===== src/rtl/delay_pkg.sv =====
// Shared types and helpers for the delay timer bank.
// Latency: n/a (declarations only).
// Backpressure: n/a.
//
// Contents: channel FSM state enum, default counter width, and a clog2
// helper that never returns 0 so a single-channel bank still gets a
// 1-bit channel select.
package delay_pkg;

   typedef enum logic [1:0] {
      IDLE = 2'd0,
      RUN  = 2'd1,
      DONE = 2'd2
   } dly_state_t;

   localparam int DEF_CBITS = 18;

   // Width of a channel index; at least one bit even when n == 1.
   function automatic int clog2_min1(input int n);
      return (n <= 1) ? 1 : $clog2(n);
   endfunction

endpackage


===== src/rtl/delay_channel.sv =====
// One programmable delay timer: counts enabled cycles, pulses o_sig every period+1 of them.
// Latency: all outputs registered, 1 cycle after the deciding edge.
// Backpressure: none; i_wr is always absorbed in the cycle it is presented.
//
// Ports:
//   i_clk, i_rst            clock, async active-high reset
//   i_en                    count enable (low = hold)
//   i_start                 enter RUN with cnt := 0, latching i_oneshot
//   i_oneshot               1 = stop in DONE after the first expiry
//   i_wr, i_wr_period       validated period write for this channel
//   o_sig, o_flg, o_err     expiry pulse, window-open level, period-violation pulse
module delay_channel
   import delay_pkg::*;
#(
   parameter int CBITS     = DEF_CBITS,
   parameter int DEFAULT_N = 200000
) (
   input  logic             i_clk,
   input  logic             i_rst,
   input  logic             i_en,
   input  logic             i_start,
   input  logic             i_oneshot,
   input  logic             i_wr,
   input  logic [CBITS-1:0] i_wr_period,
   output logic             o_sig,
   output logic             o_flg,
   output logic             o_err
);

   dly_state_t       r_state, w_state_nx;
   logic [CBITS-1:0] r_cnt, w_cnt_nx;
   logic [CBITS-1:0] r_period, w_period_nx;
   logic             r_oneshot, w_oneshot_nx;
   logic             r_sig, w_sig_nx;
   logic             r_flg, w_flg_nx;
   logic             r_err, w_err_nx;
   logic             w_wrap;

   always_ff @(posedge i_clk or posedge i_rst) begin
      if (i_rst) begin
         r_state   <= IDLE;
         r_cnt     <= '0;
         r_period  <= CBITS'(DEFAULT_N);
         r_oneshot <= 1'b0;
         r_sig     <= 1'b0;
         r_flg     <= 1'b0;
         r_err     <= 1'b0;
      end else begin
         r_state   <= w_state_nx;
         r_cnt     <= w_cnt_nx;
         r_period  <= w_period_nx;
         r_oneshot <= w_oneshot_nx;
         r_sig     <= w_sig_nx;
         r_flg     <= w_flg_nx;
         r_err     <= w_err_nx;
      end
   end

   always_comb begin
      w_state_nx   = r_state;
      w_cnt_nx     = r_cnt;
      w_oneshot_nx = r_oneshot;
      w_sig_nx     = 1'b0;
      w_err_nx     = 1'b0;
      // A write always lands; the wrap decision below still uses the old period.
      w_period_nx  = i_wr ? i_wr_period : r_period;
      // >= rather than == so a write equal to the current count cannot
      // leave the counter stranded above its period.
      w_wrap       = i_en && (r_cnt >= r_period);

      if (i_start) begin
         // Start beats wrap and suppresses any violation check.
         w_state_nx   = RUN;
         w_cnt_nx     = '0;
         w_oneshot_nx = i_oneshot;
      end else if (r_state == RUN) begin
         if (w_wrap) begin
            w_cnt_nx = '0;
            w_sig_nx = 1'b1;
            if (r_oneshot) begin
               w_state_nx = DONE;
            end
         end else if (i_wr && (i_wr_period < r_cnt)) begin
            // Shrinking the period below the current count: restart the
            // count and flag it instead of waiting for a wrap that never comes.
            w_err_nx = 1'b1;
            w_cnt_nx = '0;
         end else if (i_en) begin
            w_cnt_nx = r_cnt + CBITS'(1);
         end
      end

      w_flg_nx = (w_state_nx == RUN) && (w_cnt_nx <= w_period_nx);
   end

   assign o_sig = r_sig;
   assign o_flg = r_flg;
   assign o_err = r_err;

endmodule


===== src/rtl/delay_timer_bank.sv =====
// Bank of NCH independent delay timers with a validated valid/ready period-config port.
// Latency: outputs registered; config takes effect and cfg_err pulses 1 cycle after acceptance.
// Backpressure: o_cfg_ready low only until the first edge after reset, then always ready.
//
// Ports:
//   i_clk, i_rst                        clock, async active-high reset
//   i_en, i_oneshot, i_start [NCH]      per-channel controls
//   i_cfg_valid, i_cfg_ch, i_cfg_period period write request
//   o_cfg_ready, o_cfg_err              write handshake and rejection pulse
//   o_sig, o_flg, o_err [NCH]           per-channel timer outputs
module delay_timer_bank
   import delay_pkg::*;
#(
   parameter int NCH       = 4,
   parameter int CBITS     = DEF_CBITS,
   parameter int DEFAULT_N = 200000
) (
   input  logic                        i_clk,
   input  logic                        i_rst,
   input  logic [NCH-1:0]              i_en,
   input  logic [NCH-1:0]              i_oneshot,
   input  logic [NCH-1:0]              i_start,
   input  logic                        i_cfg_valid,
   input  logic [clog2_min1(NCH)-1:0]  i_cfg_ch,
   input  logic [CBITS-1:0]            i_cfg_period,
   output logic                        o_cfg_ready,
   output logic                        o_cfg_err,
   output logic [NCH-1:0]              o_sig,
   output logic [NCH-1:0]              o_flg,
   output logic [NCH-1:0]              o_err
);

   logic           r_cfg_ready;
   logic           r_cfg_err;
   logic           w_accept;
   logic           w_bad;
   logic [NCH-1:0] w_wr;

   always_ff @(posedge i_clk or posedge i_rst) begin
      if (i_rst) begin
         r_cfg_ready <= 1'b0;
         r_cfg_err   <= 1'b0;
      end else begin
         r_cfg_ready <= 1'b1;
         r_cfg_err   <= w_accept && w_bad;
      end
   end

   always_comb begin
      w_accept = i_cfg_valid && r_cfg_ready;
      // Out-of-range channel (possible when NCH is not a power of two) or a
      // zero period is rejected without touching any channel.
      w_bad    = (int'(i_cfg_ch) >= NCH) || (i_cfg_period == '0);
      for (int i = 0; i < NCH; i++) begin
         w_wr[i] = w_accept && !w_bad && (int'(i_cfg_ch) == i);
      end
   end

   for (genvar g = 0; g < NCH; g++) begin : g_ch
      delay_channel #(
         .CBITS     (CBITS),
         .DEFAULT_N (DEFAULT_N)
      ) u_ch (
         .i_clk       (i_clk),
         .i_rst       (i_rst),
         .i_en        (i_en[g]),
         .i_start     (i_start[g]),
         .i_oneshot   (i_oneshot[g]),
         .i_wr        (w_wr[g]),
         .i_wr_period (i_cfg_period),
         .o_sig       (o_sig[g]),
         .o_flg       (o_flg[g]),
         .o_err       (o_err[g])
      );
   end

   assign o_cfg_ready = r_cfg_ready;
   assign o_cfg_err   = r_cfg_err;

endmodule


===== config.mk =====
export PLATFORM = sky130hd
export DESIGN_NAME = delay_timer_bank
export DESIGN_NICKNAME = d
export VERILOG_FILES = /design/src/rtl/delay_pkg.sv /design/src/rtl/delay_channel.sv /design/src/rtl/delay_timer_bank.sv
export SDC_FILE = /design/constraint.sdc
export NUM_CORES = 1
export LEC_CHECK = 0
export ABC_CLOCK_PERIOD_IN_PS = 6000
export BUFFER_PORTS_ARGS = -buffer_cell sky130_fd_sc_hd__clkbuf_2
export CORE_MARGIN = 10
export CORE_UTILIZATION = 40
export DETAILED_ROUTE_END_ITERATION = 8
export PLACE_DENSITY_LB_ADDON = 0.05
export SETUP_SLACK_MARGIN = 0.02
export SYNTH_ARGS = -nofsm -noshare
export SYNTH_HDL_FRONTEND = slang
export SYNTH_SLANG_ARGS = --single-unit

===== constraint.sdc =====
create_clock -name i_clk -period 6 [get_ports i_clk]
set_input_delay 0.3 -clock i_clk [delete_from_list [all_inputs] [get_ports i_clk]]
set_output_delay 0.3 -clock i_clk [all_outputs]
set_load 0.03 [all_outputs]

== Word level (Yosys, flattened, before mapping) ==
Cells that the tools add are included.
Cells by class
  add/subtract/negate cells: 4
  multipliers: 0
  divide/modulo/power cells: 0
  magnitude comparators: 12
  equal/unequal tests: 11
  shifts and indexed selects: 0
  muxes and demuxes: 68
  bitwise operators: 0
  reductions and logical operators: 22
Operator list (count)
  $mux W18: 24
  $add A18 B1 Y18 const B: 4
  $ge A18 B18 Y1: 4
  $le A18 B18 Y1: 4
  $lt A18 B18 Y1: 4
  $mux W2: 16
  $mux W1: 28
  $logic_and A1 B1 Y1: 19
  $eq A2 B1 Y1 const B: 9
  $logic_not A18 Y1: 1
  $eq A2 B2 Y1 const B: 2
  $logic_not A2 Y1: 1
  $logic_not A1 Y1: 1
Word-level totals
  register bits: 170
  latch bits: 0
  bits in writable memories: 0
  bits in read-only memories: 0
  input port bits: 35
  output and inout bits: 14
  word-level logic and storage cells: 147
  memories kept: 0

== Depth between registers and ports, before layout ==
  depth in word-level cells: 11
  gate-level depth with buffers: 19
  gate-level depth less buffers: 17

== Cells and area by module ==
A second synthesis with hierarchy kept.
Second synthesis, totals
  cell total of the unflattened synthesis: 1553
  area total of the unflattened synthesis: 13396.6 sq um
By module, submodules not included
  delay_channel (g_ch[0].u_ch ...): instances 3, cells each 385, area each 3294.4 sq um, sequential area each 1058.5 sq um
  delay_channel (g_ch[1].u_ch): instances 1, cells each 380, area each 3342.0 sq um, sequential area each 1058.5 sq um
  delay_timer_bank: instances 1, cells each 18, area each 171.4 sq um, sequential area each 50.0 sq um

== Worst setup path after synthesis ==
Ideal clock, no wire load.
  path type: register -> register
  start: reg g_ch[1].u_ch.r_period[11]
  end: reg g_ch[1].u_ch.r_flg
  library setup time: 0.065 ns
  arrival: 3.780 ns
  setup slack: 2.155 ns
  stages on the path, launching flop included: 18
  clock period less this slack: 3.845 ns
  cell sequence: dfstp_2 > inv_1 > ha_1 > nand4_1 > or4_1 > o21ai_0 > o21ai_1 > a21oi_2 > buf_2 > nor3_1 > ha_1 > a21o_1 > a21oi_1 > nor2_1 > a2111oi_0 > nor2_1 > nor4_1 > o221a_2
Between the ends
  cells in the longest elaborated chain, start to end: 7
  elaborated cells on any way between the ends: 12
  those cells by class: order compare: 2; eq/ne: 1; mux: 7; reduce/logical: 2
RTL lines
  start, declared: RTL line delay_channel.sv:32  | logic [CBITS-1:0] r_period, w_period_nx;
  start signal, assigned: RTL line delay_channel.sv:43  | r_period <= CBITS'(DEFAULT_N);
  start signal, assigned: RTL line delay_channel.sv:51  | r_period <= w_period_nx;
  $ge A18 B18 Y1: RTL line delay_channel.sv:69  | w_wrap = i_en && (r_cnt >= r_period);
  $logic_and A1 B1 Y1: RTL line delay_channel.sv:69
  $mux W18: RTL line delay_channel.sv:77  | if (w_wrap) begin
  $mux W18: RTL line delay_channel.sv:76  | end else if (r_state == RUN) begin
  $mux W18: RTL line delay_channel.sv:71  | if (i_start) begin
  named net g_ch[1].u_ch.w_cnt_nx[11]: RTL line delay_channel.sv:31  | logic [CBITS-1:0] r_cnt, w_cnt_nx;
  $le A18 B18 Y1: RTL line delay_channel.sv:93  | w_flg_nx = (w_state_nx == RUN) && (w_cnt_nx <= w_period_nx);
  $logic_and A1 B1 Y1: RTL line delay_channel.sv:93
  named net g_ch[1].u_ch.w_flg_nx: RTL line delay_channel.sv:35  | logic r_flg, w_flg_nx;
  end signal, assigned: RTL line delay_channel.sv:54  | r_flg <= w_flg_nx;
  end, declared: RTL line delay_channel.sv:35
The timed path passes the listed nets, and every way through them passes these cells.
A chain may end at the register's enable or synchronous reset.

== Worst setup path in the final report ==
  start: reg g_ch[3].u_ch.r_cnt[0]
  end: reg g_ch[3].u_ch.r_flg
Between the ends
  cells in the longest elaborated chain, start to end: 8
  elaborated cells on any way between the ends: 16
  those cells by class: add/sub: 1; order compare: 3; eq/ne: 1; mux: 8; reduce/logical: 3
RTL lines
  start, declared: RTL line delay_channel.sv:31
  start signal, assigned: RTL line delay_channel.sv:50  | r_cnt <= w_cnt_nx;
  $add A18 B1 Y18 or $lt A18 B18 Y1 (tied branches): RTL line delay_channel.sv:89, delay_channel.sv:83
  $mux W18 or $logic_and A1 B1 Y1 (tied branches): RTL line delay_channel.sv:88, delay_channel.sv:83
  $mux W18: RTL line delay_channel.sv:83  | end else if (i_wr && (i_wr_period < r_cnt)) begin
  $mux W18 (*): RTL line delay_channel.sv:77
  $mux W18 (*): RTL line delay_channel.sv:76
  $mux W18 (*): RTL line delay_channel.sv:71
  named net g_ch[3].u_ch.w_cnt_nx[8]: RTL line delay_channel.sv:31
  $le A18 B18 Y1 (*): RTL line delay_channel.sv:93
  $logic_and A1 B1 Y1 (*): RTL line delay_channel.sv:93
  named net g_ch[3].u_ch.w_flg_nx: RTL line delay_channel.sv:35
  end signal, assigned: RTL line delay_channel.sv:54
  end, declared: RTL line delay_channel.sv:35
Mark *: on every way through the listed nets, which the timed path passes. The rest lies on a longest branch.

==> results.cfg <==
[routing]
wl_um = 37700
drc = 0
route.top_layer_used = met4
antenna_left = 0
route.met2.wl_um = 17000
avgViaCountPerCell = 5.48
wl_met3_um = 1380
wl_met1_um = 18600
vias = 10551
avgRoutedWirePerCell_um = 19.6
drt_iter0_markers = 604
drtPass1Iterations = 5

[floorplanning]
die_w_um = 201
io_pins = 49
die_area_um2 = 40400
fp-row-count = 66
start_util_pct = 40.4
die_h_um = 201
core_area_um2 = 32400

[worst_setup_path]
reg2reg_from = g_ch[3].u_ch.r_cnt[0]
endpoint = g_ch[3].u_ch.o_flg
crit_path_start = g_ch[3].u_ch.r_cnt[0]
required_ns = 6.36
start_kind = flop
cp.depth = 15
cpPeakStageDelay_ns = 1.04
cp.buffers_inverters = 1
r2r_end = g_ch[3].u_ch.o_flg
cp_top_family = compound AO/OA/AOI/OAI gates
crit_path_end_kind = flop
critical_path.slowest_cell = a2111oi_0
cp_max_fo = 21
path_cells = inv_1, ha_1, nand2b_1, a21oi_1, nor3_1, a2111oi_0, o211a_1, nand2_1, o311ai_0, ha_1, a21o_1, a21oi_1, o21ai_0, nor4_1, a2bb2oi_1
worst_ep_arrival_time_ns = 5.51
r2r_slack_ns = 0.85
path_class = reg -> reg
reg2reg_depth = 15

[timing]
post-route-period-util_pct = 85.8
rsz0062_at_grt = no
slew_headroom_pct = 16.9
finalSetupViolCount = 0
fin_setup_tns_ns = 0
slew_violations = 0
finalCriticalPeriod_ns = 5.15
fmax_mhz = 194
finClkSkew_ns = 0.0104
hold_violations = 0
tightest_slew_ns = 1.21

[clock_network]
clk_pin_slew_ns = 0.07
numCtsBuffers = 17
htreeDepth = 4
clockRootBuffer = clkbuf_16
worst_skew_pair.late_latency_ns = 0.45
postCtsResizedCells = 0
cts_setup_buffers = 0
clk_path_buf_depth = 2
ctsHoldBuffers = 0
cts_tree = done
clock_sinks = 170

[pwr]
cellPowerDensity_nw_per_um2 = 221
ir_worst_vdd_v = 0.000207
leakage_nw = 7.14

[global_route]
grt_max_degree = 109
antenna_found_initial = 0
grt_pass1_wl_um = 60600
gr-usage-all-layers_pct = 18.9
grt-ovfl-total = 0
grt_pass1_vias = 10550

[placed_design]
dp.final_hpwl_um = 27500
port_buffers = 48
dpl_cell_area_um2 = 13700
gp_congestion = 0.834

[logic_synthesis]
yosysSeqAreaShare_pct = 32.7
synth.avg_cell_area_um2 = 9.06
syn_inst = 1444
synth-main-ff-cell = dfrtp_1
synth_warnings = 0
syn_nets = 1695
syn_area_um2 = 13100
synth.distinct_cells = 75
synthArstFlopShare_pct = 100
synth_seq_cells = 170
synth-edff-count = 0

[cells_and_area]
final_cell_mix = inv_1 (225), ha_1 (216), dfrtp_1 (146)
layout.nets = 1721
seq_area_um2 = 4280
postLayoutCellArea_um2 = 14300
drive_gt1_share_pct = 9.04
layout_commonest_cell = inv_1
areaGrowthSynthToFinish_pct = 8.99
antenna_cells = 0
nFillCells = 3244
multi_input_area_um2 = 7690

[flow_run]
drv_cap = 0

[min_path]
worstHoldPathType = in -> async

[outcome]
status = finished, final reports clean
[registers in the layout, summed over array words and instances, names as in the netlist]
signal,cells
g_ch.u_ch.o_err,4
g_ch.u_ch.o_flg,4
g_ch.u_ch.o_sig,4
g_ch.u_ch.r_cnt,72
g_ch.u_ch.r_oneshot,4
g_ch.u_ch.r_period,72
g_ch.u_ch.r_state,8
o_cfg_err,1
o_cfg_ready,1
[how the worst min path moves through the flow]
stage,start,end,slack [ns],cells past startpoint
after detailed placement,g_ch[3].u_ch.r_state[0],g_ch[3].u_ch.r_state[0],0.49,1
after CTS,i_rst,g_ch[3].u_ch.r_period[7],0.05,2
after global routing,i_rst,g_ch[3].u_ch.r_period[7],0.07,2
final,i_rst,g_ch[2].u_ch.r_period[14],0.02,2
after floorplan,i_oneshot[1],g_ch[1].u_ch.r_oneshot,0.42,2
after global placement,g_ch[3].u_ch.r_state[0],g_ch[3].u_ch.r_state[0],0.49,1
[cells in the mapped netlist (4+ instances only)]
| cell | n | share of area, % |
|---|---|---|
| a21o_1 | 40 | 2.3 |
| and3_1 | 14 | 0.67 |
| a21oi_1 | 67 | 2.6 |
| nor2b_1 | 10 | 0.48 |
| o31ai_1 | 13 | 0.75 |
| mux2_2 | 4 | 0.34 |
| dfstp_2 | 24 | 4.8 |
| o211ai_1 | 22 | 1.3 |
| o21ai_1 | 6 | 0.23 |
| buf_4 | 14 | 0.80 |
| and4_1 | 16 | 1.1 |
| o41ai_1 | 4 | 0.27 |
| nand3_1 | 37 | 1.4 |
| a31oi_1 | 10 | 0.48 |
| nor2_1 | 66 | 1.9 |
| nand2_1 | 85 | 2.4 |
| nor3_1 | 53 | 2.0 |
| a211oi_1 | 13 | 0.75 |
| inv_1 | 226 | 6.5 |
| xnor2_1 | 31 | 2.1 |
| mux2i_1 | 68 | 5.2 |
| o21a_1 | 6 | 0.34 |
| dfrtp_1 | 146 | 28 |
| o21ai_0 | 44 | 1.7 |
| a41oi_1 | 8 | 0.54 |
| clkbuf_1 | 21 | 0.60 |
| ha_1 | 216 | 21 |
| a32oi_1 | 10 | 0.67 |
| buf_2 | 13 | 0.50 |
| o22ai_1 | 7 | 0.33 |
| nand4_1 | 48 | 2.3 |
| nand2b_1 | 12 | 0.57 |
| nor4_1 | 23 | 1.1 |
[logic make-up (layout without fill, tap and decap cells)]
family                     count (synthesis)  in the layout  share of synthesized area, %
adders and majority gates                216            216                          20.7
muxes                                     72             72                          5.54
and+or+nand+nor                          392            392                          15.8
AOI/OAI and AO/OA                        284            284                          14.5
other                                      1              1                        0.0287
buffers and inverters                    278            317                          8.67
xor gates and xnor gates                  31             31                          2.07
DFF                                      170            170                          32.7
[per-stage QoR]
step	util (%)	hold slack, ns	setup slack [ns]	cells	power, mW
floorplan	-	0.417	1.14	1444	1.84
global placement	42.3	0.486	0.862	1893	2.07
detailed placement	42.3	0.490	0.862	1893	2.07
CTS	44.1	0.0527	0.796	1925	3.19
global route	44.1	0.0675	0.344	1925	3.36
finish	44.1	0.0167	0.852	1925	3.15
[layout make-up]
type / count / share of cell area, %
multi-input combinational: 996 / 53.9
sequential: 170 / 30.0
inverter: 226 / 6.00
tap: 442 / 3.88
clock buffer: 22 / 3.25
timing repair buffer: 59 / 2.26
clock inverter: 10 / 0.667
[power by group]
| part | switching (mW) | internal [mW] | leakage [nW] |
|---|---|---|---|
| Combinational | 0.436 | 0.257 | 4.74 |
| Sequential | 0.0666 | 1.29 | 2.14 |
| Clock | 0.512 | 0.594 | 0.258 |
| Total | 1.01 | 2.14 | 7.14 |
[per-layer routing]
layer / GRT usage (%) / vias to the layer above
met1: 26.1 / 5085
met3: 2.69 / 32
met2: 29.9 / 208
li1: - / 5226
met5: 0 / -
met4: 5.41 / 0
Power figures use the tool's default switching activity.
